===== config.mk =====
export PLATFORM = sky130hd
export DESIGN_NAME = apb_add_slave
export DESIGN_NICKNAME = d
export VERILOG_FILES = /design/src/rtl/apb_add_pkg.sv /design/src/rtl/apb_add_core.sv /design/src/rtl/apb_add_slave.sv
export SDC_FILE = /design/constraint.sdc
export NUM_CORES = 1
export LEC_CHECK = 0
export ABC_CLOCK_PERIOD_IN_PS = 5800
export CORE_MARGIN = 5
export CORE_UTILIZATION = 35
export CTS_CLUSTER_SIZE = 24
export DETAILED_ROUTE_END_ITERATION = 10
export DONT_BUFFER_PORTS = 1
export SKIP_CTS_REPAIR_TIMING = 1
export SLEW_MARGIN = 30
export SYNTH_ARGS = -nofsm -noshare
export SYNTH_HDL_FRONTEND = slang
export SYNTH_SLANG_ARGS = --single-unit

===== constraint.sdc =====
create_clock -name pclk -period 5.8 [get_ports pclk]
set_input_delay 0.87 -clock pclk [delete_from_list [all_inputs] [get_ports pclk]]
set_output_delay 0.87 -clock pclk [all_outputs]
set_load 0.1 [all_outputs]

===== src/rtl/apb_add_pkg.sv =====
// Shared constants and types for the APB adder completer.
// Register offsets, STATUS bit positions and the transfer FSM encoding.
package apb_add_pkg;

    localparam logic [4:0] OPA_ADDR    = 5'h00;
    localparam logic [4:0] OPB_ADDR    = 5'h04;
    localparam logic [4:0] CTRL_ADDR   = 5'h08;
    localparam logic [4:0] RESULT_ADDR = 5'h0C;
    localparam logic [4:0] STATUS_ADDR = 5'h10;

    localparam int STATUS_CARRY_BIT = 0;
    localparam int STATUS_BUSY_BIT  = 1;
    localparam int STATUS_DONE_BIT  = 2;

    typedef enum logic [1:0] {
        IDLE = 2'd0,
        WAIT = 2'd1,
        RESP = 2'd2
    } state_t;

endpackage


===== src/rtl/apb_add_core.sv =====
// Operand/result registers, the 33-bit adder and the busy/done flags.
// Driven by write strobes already qualified by the bus front end.
module apb_add_core (
    input  logic        clk,
    input  logic        rst,
    input  logic        wr_opa,
    input  logic        wr_opb,
    input  logic        start,
    input  logic        clr_done,
    input  logic [31:0] wdata,
    output logic [31:0] opa,
    output logic [31:0] opb,
    output logic [31:0] result,
    output logic        carry,
    output logic        busy,
    output logic        done
);

    // NOTE: state is assigned with <= so every flop samples pre-edge values.
    always_ff @(posedge clk) begin
        if (rst) begin
            opa    <= '0;
            opb    <= '0;
            result <= '0;
            carry  <= 1'b0;
            busy   <= 1'b0;
            done   <= 1'b0;
        end else begin
            if (wr_opa) opa <= wdata;
            if (wr_opb) opb <= wdata;
            if (clr_done) done <= 1'b0;
            // busy lasts exactly one cycle; the sum is taken on the edge that ends it
            if (busy) begin
                {carry, result} <= {1'b0, opa} + {1'b0, opb};
                busy            <= 1'b0;
                done            <= 1'b1;
            end else if (start) begin
                busy <= 1'b1;
                done <= 1'b0;
            end
        end
    end

endmodule


===== src/rtl/apb_add_slave.sv =====
// APB completer fronting apb_add_core: transfer FSM with optional wait
// states, address decode, error detection and registered read data.
module apb_add_slave
    import apb_add_pkg::*;
#(
    parameter int unsigned WAIT_CYCLES = 0
) (
    input  logic        pclk,
    input  logic        preset,
    input  logic        psel,
    input  logic        penable,
    input  logic [31:0] paddr,
    input  logic        pwrite,
    input  logic [31:0] pwdata,
    output logic [31:0] prdata,
    output logic        pready,
    output logic        pslverr,
    output logic        irq
);

    localparam bit         HAS_WAIT  = (WAIT_CYCLES > 0);
    localparam logic [2:0] WAIT_LOAD = 3'(HAS_WAIT ? WAIT_CYCLES - 1 : 0);

    state_t      state;
    logic [2:0]  wait_cnt;
    logic [4:0]  reg_addr;
    logic        access;
    logic        err;
    logic        commit;
    logic [31:0] rd_value;
    logic [31:0] status;
    logic [31:0] opa, opb, result;
    logic        carry, busy, done;

    assign reg_addr = paddr[4:0];
    assign access   = psel & penable;

    // NOTE: every always_comb output gets a default first so no latch is inferred.
    always_comb begin
        err = 1'b0;
        if (paddr[1:0] != 2'b00 || paddr[31:5] != '0 || reg_addr > STATUS_ADDR)
            err = 1'b1;
        if (pwrite && (reg_addr == RESULT_ADDR || reg_addr == STATUS_ADDR))
            err = 1'b1;
    end

    always_comb begin
        status                   = '0;
        status[STATUS_CARRY_BIT] = carry;
        status[STATUS_BUSY_BIT]  = busy;
        status[STATUS_DONE_BIT]  = done;
        rd_value                 = '0;
        if (!err) begin
            case (reg_addr)
                OPA_ADDR:    rd_value = opa;
                OPB_ADDR:    rd_value = opb;
                RESULT_ADDR: rd_value = result;
                STATUS_ADDR: rd_value = status;
                default:     rd_value = '0;
            endcase
        end
    end

    // A transfer only takes effect on the edge that ends RESP with the bus still held.
    assign commit = (state == RESP) && access && !err;

    // NOTE: synchronous reset clears every flop here, including the response registers.
    always_ff @(posedge pclk) begin
        if (preset) begin
            state    <= IDLE;
            wait_cnt <= '0;
            pready   <= 1'b0;
            prdata   <= '0;
            pslverr  <= 1'b0;
        end else begin
            unique case (state)
                IDLE: begin
                    if (access) begin
                        if (HAS_WAIT) begin
                            state    <= WAIT;
                            wait_cnt <= WAIT_LOAD;
                        end else begin
                            state   <= RESP;
                            pready  <= 1'b1;
                            prdata  <= rd_value;
                            pslverr <= err;
                        end
                    end
                end
                WAIT: begin
                    if (!access) begin
                        state <= IDLE;
                    end else if (wait_cnt == '0) begin
                        state   <= RESP;
                        pready  <= 1'b1;
                        prdata  <= rd_value;
                        pslverr <= err;
                    end else begin
                        wait_cnt <= wait_cnt - 3'd1;
                    end
                end
                RESP: begin
                    state   <= IDLE;
                    pready  <= 1'b0;
                    prdata  <= '0;
                    pslverr <= 1'b0;
                end
                default: state <= IDLE;
            endcase
        end
    end

    apb_add_core u_core (
        .clk      (pclk),
        .rst      (preset),
        .wr_opa   (commit && pwrite && reg_addr == OPA_ADDR),
        .wr_opb   (commit && pwrite && reg_addr == OPB_ADDR),
        .start    (commit && pwrite && reg_addr == CTRL_ADDR && pwdata[0]),
        .clr_done (commit && !pwrite && reg_addr == RESULT_ADDR),
        .wdata    (pwdata),
        .opa      (opa),
        .opb      (opb),
        .result   (result),
        .carry    (carry),
        .busy     (busy),
        .done     (done)
    );

    assign irq = done;

endmodule


Yosys cells after proc, flatten, opt, wreduce, memory -nomap -nowiden
Cells that the tools add are included.
{"block": "word_totals", "regBits": 138, "in_bits": 69, "output_inout_bits": 35, "word_cells": 76}
{"block": "classes", "add_sub_neg": 2, "order_cmp": 1, "eq_ne": 10, "n_mux": 24, "bitwise_logic": 2, "reduce_logical": 26}
{"op": "32-bit 2-to-1 mux", "count": 4}
{"op": "32-bit one-hot mux with 4 select lines", "count": 1}
{"op": "32-bit one-hot mux with 3 select lines", "count": 1}
{"op": "32-bit by 32-bit adder with 33-bit output", "count": 1}
{"op": "27-bit nonzero test", "count": 1}
{"op": "1-bit 2-to-1 mux", "count": 12}
{"op": "5-bit by 4-bit equality test with 1-bit output (second input constant)", "count": 2}
{"op": "1-bit logical AND", "count": 10}
{"op": "2-bit 2-to-1 mux", "count": 3}
{"op": "2-bit != test (second input constant)", "count": 3}
{"op": "1-bit one-hot mux with 3 select lines", "count": 2}
{"op": "3-bit nonzero test", "count": 2}
{"op": "5-bit by 3-bit equality test with 1-bit output (second input constant)", "count": 1}
{"op": "5-bit equality test (second input constant)", "count": 1}
{"op": "5-bit > comparator (second input constant)", "count": 1}
{"op": "5-bit zero test", "count": 1}
{"op": "2-bit one-hot mux with 2 select lines", "count": 1}
{"op": "4-bit AND reduction", "count": 1}
{"op": "3-bit zero test", "count": 1}
{"op": "1-bit logical OR", "count": 3}
{"op": "3-bit != test (second input constant)", "count": 1}
{"op": "3-bit AND reduction", "count": 1}
{"op": "3-bit by 1-bit subtractor with 3-bit output (second input constant)", "count": 1}
{"op": "2-bit by 1-bit equality test with 1-bit output (second input constant)", "count": 1}
{"op": "8 further kinds", "count": 9}

Logic depth before layout (Yosys ltp)
Gate-level depths: netlist (run 1).
{"block": "depth", "depth_word": 12, "ltp_mapped": 11, "ltp_nobuf": 11}

Modules after synthesis
Synthesis (run 1) repeated with hierarchy kept, for this count alone.
{"block": "unflattened", "hier_cells": 814, "area_unflattened_um2": 7254.5}
{"mod": "apb_add_core", "n_inst": 1, "cells_each": 592, "area_each_um2": 5287.6, "seq_area_each_um2": 1981.9}
{"mod": "apb_add_slave", "n_inst": 1, "cells_each": 222, "area_each_um2": 1966.9, "seq_area_each_um2": 680.7}

Least setup slack after synthesis (run 1)
No wires, ideal clock.
{"block": "synth_path", "kind": "in2reg", "start": "input paddr[14]", "end": "register u_core.opb[10]", "setup_time_ns": 0.132, "arrival_ns": 2.895, "required_ns": 5.668, "path_slack_ns": 2.773, "stages": 9, "path_buffers": 2, "path_cell_list": "or4_1 -> a2111oi_2 -> and4_2 -> nand4_2 -> or3_1 -> buf_2 -> buf_6 -> nand2_1 -> a21oi_1"}
{"block": "synth_via", "elab_chain_len": 9}
{"element": "from (decl)", "line_no": "apb_add_slave.sv:12", "text": "input logic [31:0] paddr,"}
{"element": "27-bit nonzero test", "line_no": "apb_add_slave.sv:41", "text": "if (paddr[1:0] != 2'b00 || paddr[31:5] != '0 || reg_addr > STATUS_ADDR)"}
{"element": "1-bit logical OR (2 in a row)", "line_no": "apb_add_slave.sv:41"}
{"element": "1-bit 2-to-1 mux", "line_no": "apb_add_slave.sv:41"}
{"element": "1-bit 2-to-1 mux", "line_no": "apb_add_slave.sv:43", "text": "if (pwrite && (reg_addr == RESULT_ADDR || reg_addr == STATUS_ADDR))"}
{"element": "1-bit zero test", "line_no": "apb_add_slave.sv:65", "text": "assign commit = (state == RESP) && access && !err;"}
{"element": "1-bit logical AND", "line_no": "apb_add_slave.sv:65"}
{"element": "1-bit logical AND (2 in a row)", "line_no": "apb_add_slave.sv:117", "text": ".wr_opb (commit && pwrite && reg_addr == OPB_ADDR),"}
{"element": "to (signal assigned)", "line_no": "apb_add_core.sv:30", "text": "if (wr_opb) opb <= wdata;"}
{"element": "to (decl)", "line_no": "apb_add_core.sv:12", "text": "output logic [31:0] opb,"}
Every way passes these cells.
A chain may end at the register's enable or synchronous reset.

Final worst setup path (run 1)
{"block": "layout_path", "start": "register u_core.opb[0]", "end": "register u_core.result[28]"}
{"block": "layout_via", "elab_chain_len": 1}
{"element": "32-bit by 32-bit adder with 33-bit output", "line_no": "apb_add_core.sv:34", "text": "{carry, result} <= {1'b0, opa} + {1'b0, opb};"}
{"element": "to (signal assigned)", "line_no": "apb_add_core.sv:34"}
{"element": "to (decl)", "line_no": "apb_add_core.sv:13", "text": "output logic [31:0] result,"}
Every way passes these cells.

==> metrics, run 1 <==
Register Area about 2700 sq um; antenna cell count 0; total gr overflow 0; crit end category flop; Switching Share 22.5%; Post-layout nets about 970; DRC errors left 0; Num CTS Buffers 17; worst skew pair latency 0.43 ns; initial antenna violation count 0; Slew Viols, Final 0; DR vias/cell 5.36; synthesis-to-layout area growth 10.3%; cells after synthesis between 900 and 1000; syn_area_per_cell 7.84 sq um; die height around 150 um; Peak supply drop approximately 0.12 mV; Final Cycle Share 56.7%; Initial Util a little over a third; die area ~23000 sq um; layout cells sized above 1 6.56%; routed vias around 6200; setup_tns 0 ns; Hold Startpoint u_core.result[30]; pwr dens around 250 nW/um^2; area of the multi-input gates a little over 4000 sq um; clock root buffer clkbuf_16; largest net degree at the start of global routing 118; row count between 50 and 60; Clock power frac 52.3%; mapped cell area between 7000 and 8000 sq um; Hold Crit Class reg2reg; Peak Freq approximately 0.30 GHz; worst-path fanout max 5; RSZ-0062 raised after global routing no; Final Hold Fails 0; Tot GR Track Use between 10% and 20%; Clock Sink Count 133; fin util roughly two fifths; CTS tree done; Crit Path Category reg2reg; # fillers about 2100; DRT antenna net count 0; final RePlAce weighted congestion 0.801; # port buffers 0; hpwl dp around 13 mm; I/O pin count 104; Critical Path Source u_core.opb[0]; logic gate share of total power under 10%; maximum clock insertion buffer count 2; Die Width about 150 um; final setup vio count 0; FFs w/ async S/R, synth 0%; leakage power ~2.8 nW; number of synthesized flops with an enable pin 0; MaxCap Viol Count 0; synthesized net count 1004; YS warnings 0; Primary FF master, synth dfxtp_1; Clock Skew approximately 0.012 ns; DR pass1 iterations 5; worst slew pin tran ~1 ns; synth unique cells between 60 and 70; H-tree lvl count 4; Pint around 0.0015 W; NetSw 0.000446 W; Routed WL per cell 17.1 um; final WL between 15 and 20 mm; post-route minimum period around 3.3 ns; vias in the first global route 5938; Sequential Power Share 46.4%; r2r startpoint u_core.opb[0]; first-pass GRT wire length ~32 mm; Yosys reg bits about 130; Initial DRC Count just under 500; register area share after synthesis 37.6%; CP required 6.13 ns; CP arrival 3.62 ns; Slew HR a little under a third; R2R Setup Slk between 2 and 3 ns; status completed; Clock Pin Slew Worst Setup and Hold Paths about 0.060 ns; Critical Path Start Type flop; core area about 20000 sq um
==> metal layers <==
metal	GRT usage (%)	part of all wire [%]	up-vias	wire (um)
li1	-	-	3109	-
met1	23.2	47	2866	9260
met2	25.7	43	181	8470
met3	5.25	7.9	31	1560
met4	6.34	2.2	0	435
met5	0	0	-	0
==> final timing paths <==
kind                  endpoint  cells after the start
min          u_core.result[30]                      2
min reg2reg  u_core.result[30]                      2
max          u_core.result[28]                     11
max reg2reg  u_core.result[28]                     11
==> kinds of logic (layout without fill, tap and decap cells) <==
group                    count (synthesis)  count (layout)  share of synthesized area (%)
AND/OR/NAND/NOR                        356             356                           23.1
AO/OA/AOI/OAI                          246             246                           20.4
flip-flops                             133             133                           37.6
buffers and inverters                   70              52                           4.19
multiplexers                            45              45                           6.39
adder cells (fa/ha/maj)                 33              33                           5.94
XOR/XNOR                                19              19                           2.35
==> registers in the layout, summed over array words and instances, names as in the netlist <==
signal and cells:
prdata 32, u_core.opa 32, u_core.opb 32, u_core.result 32
pready 1, pslverr 1, u_core.busy 1, u_core.carry 1
u_core.done 1
==> layout make-up <==
cell class                 instances  area share [%]
sequential                       133            34.2
clock buffer                      21            5.90
inverter                          14           0.674
timing repair buffer               6           0.577
tap                              270            4.33
clock inverter                    11            1.31
multi-input combinational        699            53.0
==> power groups by stage <==
stage          registers [W]  clock network (W)  logic (W)
2_1_floorplan       0.000940                  0  0.0000380
3_3_place_gp        0.000941                  0  0.0000253
3_5_place_dp        0.000941                  0  0.0000254
4_1_cts             0.000921            0.00106  0.0000254
5_1_grt             0.000920            0.00110  0.0000275
6_report            0.000921            0.00104  0.0000248
==> synthesized netlist by cell type, drive strengths merged, types with 7 or more instances <==
library cell  count  area share [%]
nand2           187             9.9
dfxtp           133              38
a21oi           125             8.9
nor2             70             3.7
o21ai            52             3.7
mux2i            44             6.2
clkbuf           38             2.0
ha               32             5.7
buf              18             1.4
inv              14            0.74
a21o             13             1.4
nand2b           12             1.1
nor3b            12             1.3
xnor2            12             1.5
nand3            10            0.71
nand4             8            0.80
nor3              8            0.71
nor4              8            0.71
nor2b             7            0.62
xor2              7            0.87
==> placed cells by master, fill, tap and decap left out, types with 7 or more instances in the layout <==
| cell | count |
|---|---|
| inv_1 | 14 |
| ha_1 | 32 |
| nor4_1 | 8 |
| nor3b_1 | 12 |
| dfxtp_1 | 128 |
| mux2i_1 | 44 |
| clkbuf_16 | 17 |
| nor2b_1 | 7 |
| a21oi_1 | 124 |
| nand2_1 | 187 |
| o21ai_1 | 11 |
| nor2_1 | 70 |
| o21ai_0 | 41 |
| nand3_1 | 10 |
| a21o_1 | 13 |
| nand2b_1 | 11 |
| xnor2_1 | 12 |
| nand4_1 | 7 |
| xor2_1 | 7 |
==> critical path, stage by stage (launching register included) <==
cell,delay (ns)
dfxtp_1,0.37
ha_1,0.21
inv_1,0.07
fa_1,0.40
nor2b_1,0.18
o31a_1,0.23
o2111a_1,0.20
nor2_1,0.11
o31ai_2,0.48
a211oi_1,0.20
or4b_2,0.64
o311ai_1,0.10
==> stage by stage <==
stage	worst slack [ns]	instances	hold WS, ns	total power [W]	instance area (sq um)
2_1_floorplan	2.77	902	0.425	0.000979	7070
3_3_place_gp	2.43	1122	0.445	0.000966	7230
3_5_place_dp	2.42	1122	0.458	0.000966	7240
4_1_cts	2.53	1154	0.467	0.00201	7800
5_1_grt	2.33	1154	0.486	0.00205	7800
6_report	2.51	1154	0.466	0.00198	7800
No activity file was read; power rests on OpenSTA's default activity.
==> inputs of run 2 (changes only) <==
--- a/config.mk
+++ b/config.mk
@@ -5,7 +5,7 @@
 export SDC_FILE = /design/constraint.sdc
 export NUM_CORES = 1
 export LEC_CHECK = 0
-export ABC_CLOCK_PERIOD_IN_PS = 5800
+export ABC_CLOCK_PERIOD_IN_PS = 2700
 export CORE_MARGIN = 5
 export CORE_UTILIZATION = 35
 export CTS_CLUSTER_SIZE = 24
==> constraint.sdc (replaced) <==
create_clock -name pclk -period 2.7 [get_ports pclk]
set_input_delay 0.405 -clock pclk [delete_from_list [all_inputs] [get_ports pclk]]
set_output_delay 0.405 -clock pclk [all_outputs]
set_load 0.1 [all_outputs]
==> metrics, run 2 (synthesis results as in run 1) <==
DR vias/cell 5.34; Tot GR Track Use approximately 18%; clock root buffer clkbuf_16; most frequent cells in the layout 187 x nand2_1, 129 x dfxtp_1, 123 x a21oi_1, 69 x nor2_1, 47 x buf_4; MaxCap Viol Count 0; Post-layout nets 1014; worst skew pair latency between 0.4 and 0.5 ns; Peak Freq around 0.38 GHz; Crit Path Category reg2reg; largest net degree at the start of global routing 118; DRT antenna net count 0; final RePlAce weighted congestion 0.837; H-tree lvl count 4; R2R Setup Slk between 0.08 and 0.09 ns; Initial Util 35.3%; Hold Startpoint preset; CTS tree done; CP required ~3 ns; routed vias 6371; post-route minimum period ~2.6 ns; Hold WS 0.0457 ns; Final Cycle Share approximately 97%; layout cells sized above 1 12.1%; I/O pin count 104; leakage power 3.02 nW; most common cell after layout, fill and taps aside nand2_1; Hold Path Depth 1; area of the multi-input gates approximately 4300 sq um; setup ws final approximately 0.082 ns; Final Hold Fails 0; non-filler cells, final roughly 1200; Slew Viols, Final 0; core area roughly 20000 sq um; Critical Path Start Type flop; Initial DRC Count 546; first-pass GRT wire length approximately 33 mm; # port buffers 0; pre-CTS setup slack -0.0629 ns; Cells after DPL 1162; crit end category flop; vias in the first global route slightly above 6000; Routed WL per cell between 15 and 20 um; reg2reg path depth 11; fin util between 40% and 50%; Hold Crit Class in2reg; synthesis-to-layout area growth 16.8%; antenna cell count 0; # fillers just over 2000; Final Cell Area ~8300 sq um; Clock Pin Slew Worst Setup and Hold Paths around 0.06 ns; Clock Sink Count about 130; Post-DP Area between 7000 and 8000 sq um; pwr dens between 500 and 600 nW/um^2; r2r startpoint u_core.opb[0]; final setup vio count 0; row count 52; die height 152 um; Die Width about 150 um; Register Area approximately 2700 sq um; DRC errors left 0; RSZ-0062 raised after global routing yes; initial antenna violation count 0; worst slew pin tran approximately 1.0 ns; Slew HR between 30 and 40%; reg2reg end u_core.result[28]; die area about 23000 sq um; maximum clock insertion buffer count 2; hold endpoint u_core.opa[5]; worst-path fanout max 5; Num CTS Buffers 17; DR pass1 iterations 6; total gr overflow 0; status completed; Clock Skew between 0.008 and 0.009 ns; final WL between 20 and 25 mm; Peak supply drop about 0.33 mV; hpwl dp around 14 mm; CP arrival about 3.0 ns
[run 2: changes by cell type in the layout (fill, tap and decap cells not counted), moves of 2 or more]
cell      delta
buf_4       +41
o31ai_4      +2
ha_1         -2
clkinv_4     -3
ha_4         +2
[run 2: metrics by stage]
stage / total power, W / TNS (ns)
after CTS: 0.00437 / -0.151
after global placement: 0.00208 / -0.0238
final: 0.00433 / 0
after detailed placement: 0.00208 / -0.125
after floorplan: 0.00210 / 0
after global routing: 0.00448 / -0.0512
[run 2: worst max-delay path, cell delays in order, from the launching register on]
cell and delay (ns):
dfxtp_2 0.35, ha_4 0.16, inv_4 0.04, fa_2 0.36
nor2b_2 0.13, o31a_1 0.17, o2111a_1 0.25, nor2_4 0.08
o31ai_4 0.27, a211oi_2 0.12, or4b_4 0.51, o311ai_2 0.09
[run 2: area by class of cell]
cell class	count	area share, %
inverters	14	0.667
clock buffers	22	5.74
flip-flops and latches	133	32.3
clock inverters	9	1.24
multi-input cells	699	51.7
well taps	270	4.09
repair buffers	47	4.27
[run 2: worst max-delay path by stage]
stage               slack [ns]     startpoint           endpoint  depth (start not counted)
detailed placement       -0.06  u_core.opa[0]  u_core.result[16]                         11
floorplan                0.005  u_core.opa[0]  u_core.result[28]                         11
CTS                      -0.08  u_core.opa[0]  u_core.result[28]                         11
global placement         -0.02  u_core.opa[0]  u_core.result[16]                         11
global route             -0.03  u_core.opb[0]  u_core.result[28]                         11
finish                    0.08  u_core.opb[0]  u_core.result[28]                         11
[run 2: routing by layer]
layer | routed length [um] | vias up | GRT usage (%)
met5 | 0 | - | 0
met4 | 413 | 0 | 6.51
met3 | 1550 | 26 | 5.03
met2 | 8960 | 178 | 26.9
met1 | 9630 | 2980 | 23.6
li1 | - | 3187 | -
[run 2: where the power goes]
part	switching, W	leakage [nW]	total [W]	internal, W
sequential	0.00000847	1.07	0.00197	0.00196
combinational	0.0000376	1.67	0.0000618	0.0000242
clock	0.000873	0.278	0.00229	0.00142
==> inputs of run 3 (changes only) <==
--- a/config.mk
+++ b/config.mk
@@ -11,6 +11,8 @@
 export CTS_CLUSTER_SIZE = 24
 export DETAILED_ROUTE_END_ITERATION = 10
 export DONT_BUFFER_PORTS = 1
+export GPL_ROUTABILITY_DRIVEN = 0
+export RECOVER_POWER = 50
 export SKIP_CTS_REPAIR_TIMING = 1
 export SLEW_MARGIN = 30
 export SYNTH_ARGS = -nofsm -noshare
==> results of run 3 <==
No change in the layout: final DEF, timing and power equal those of run 2.
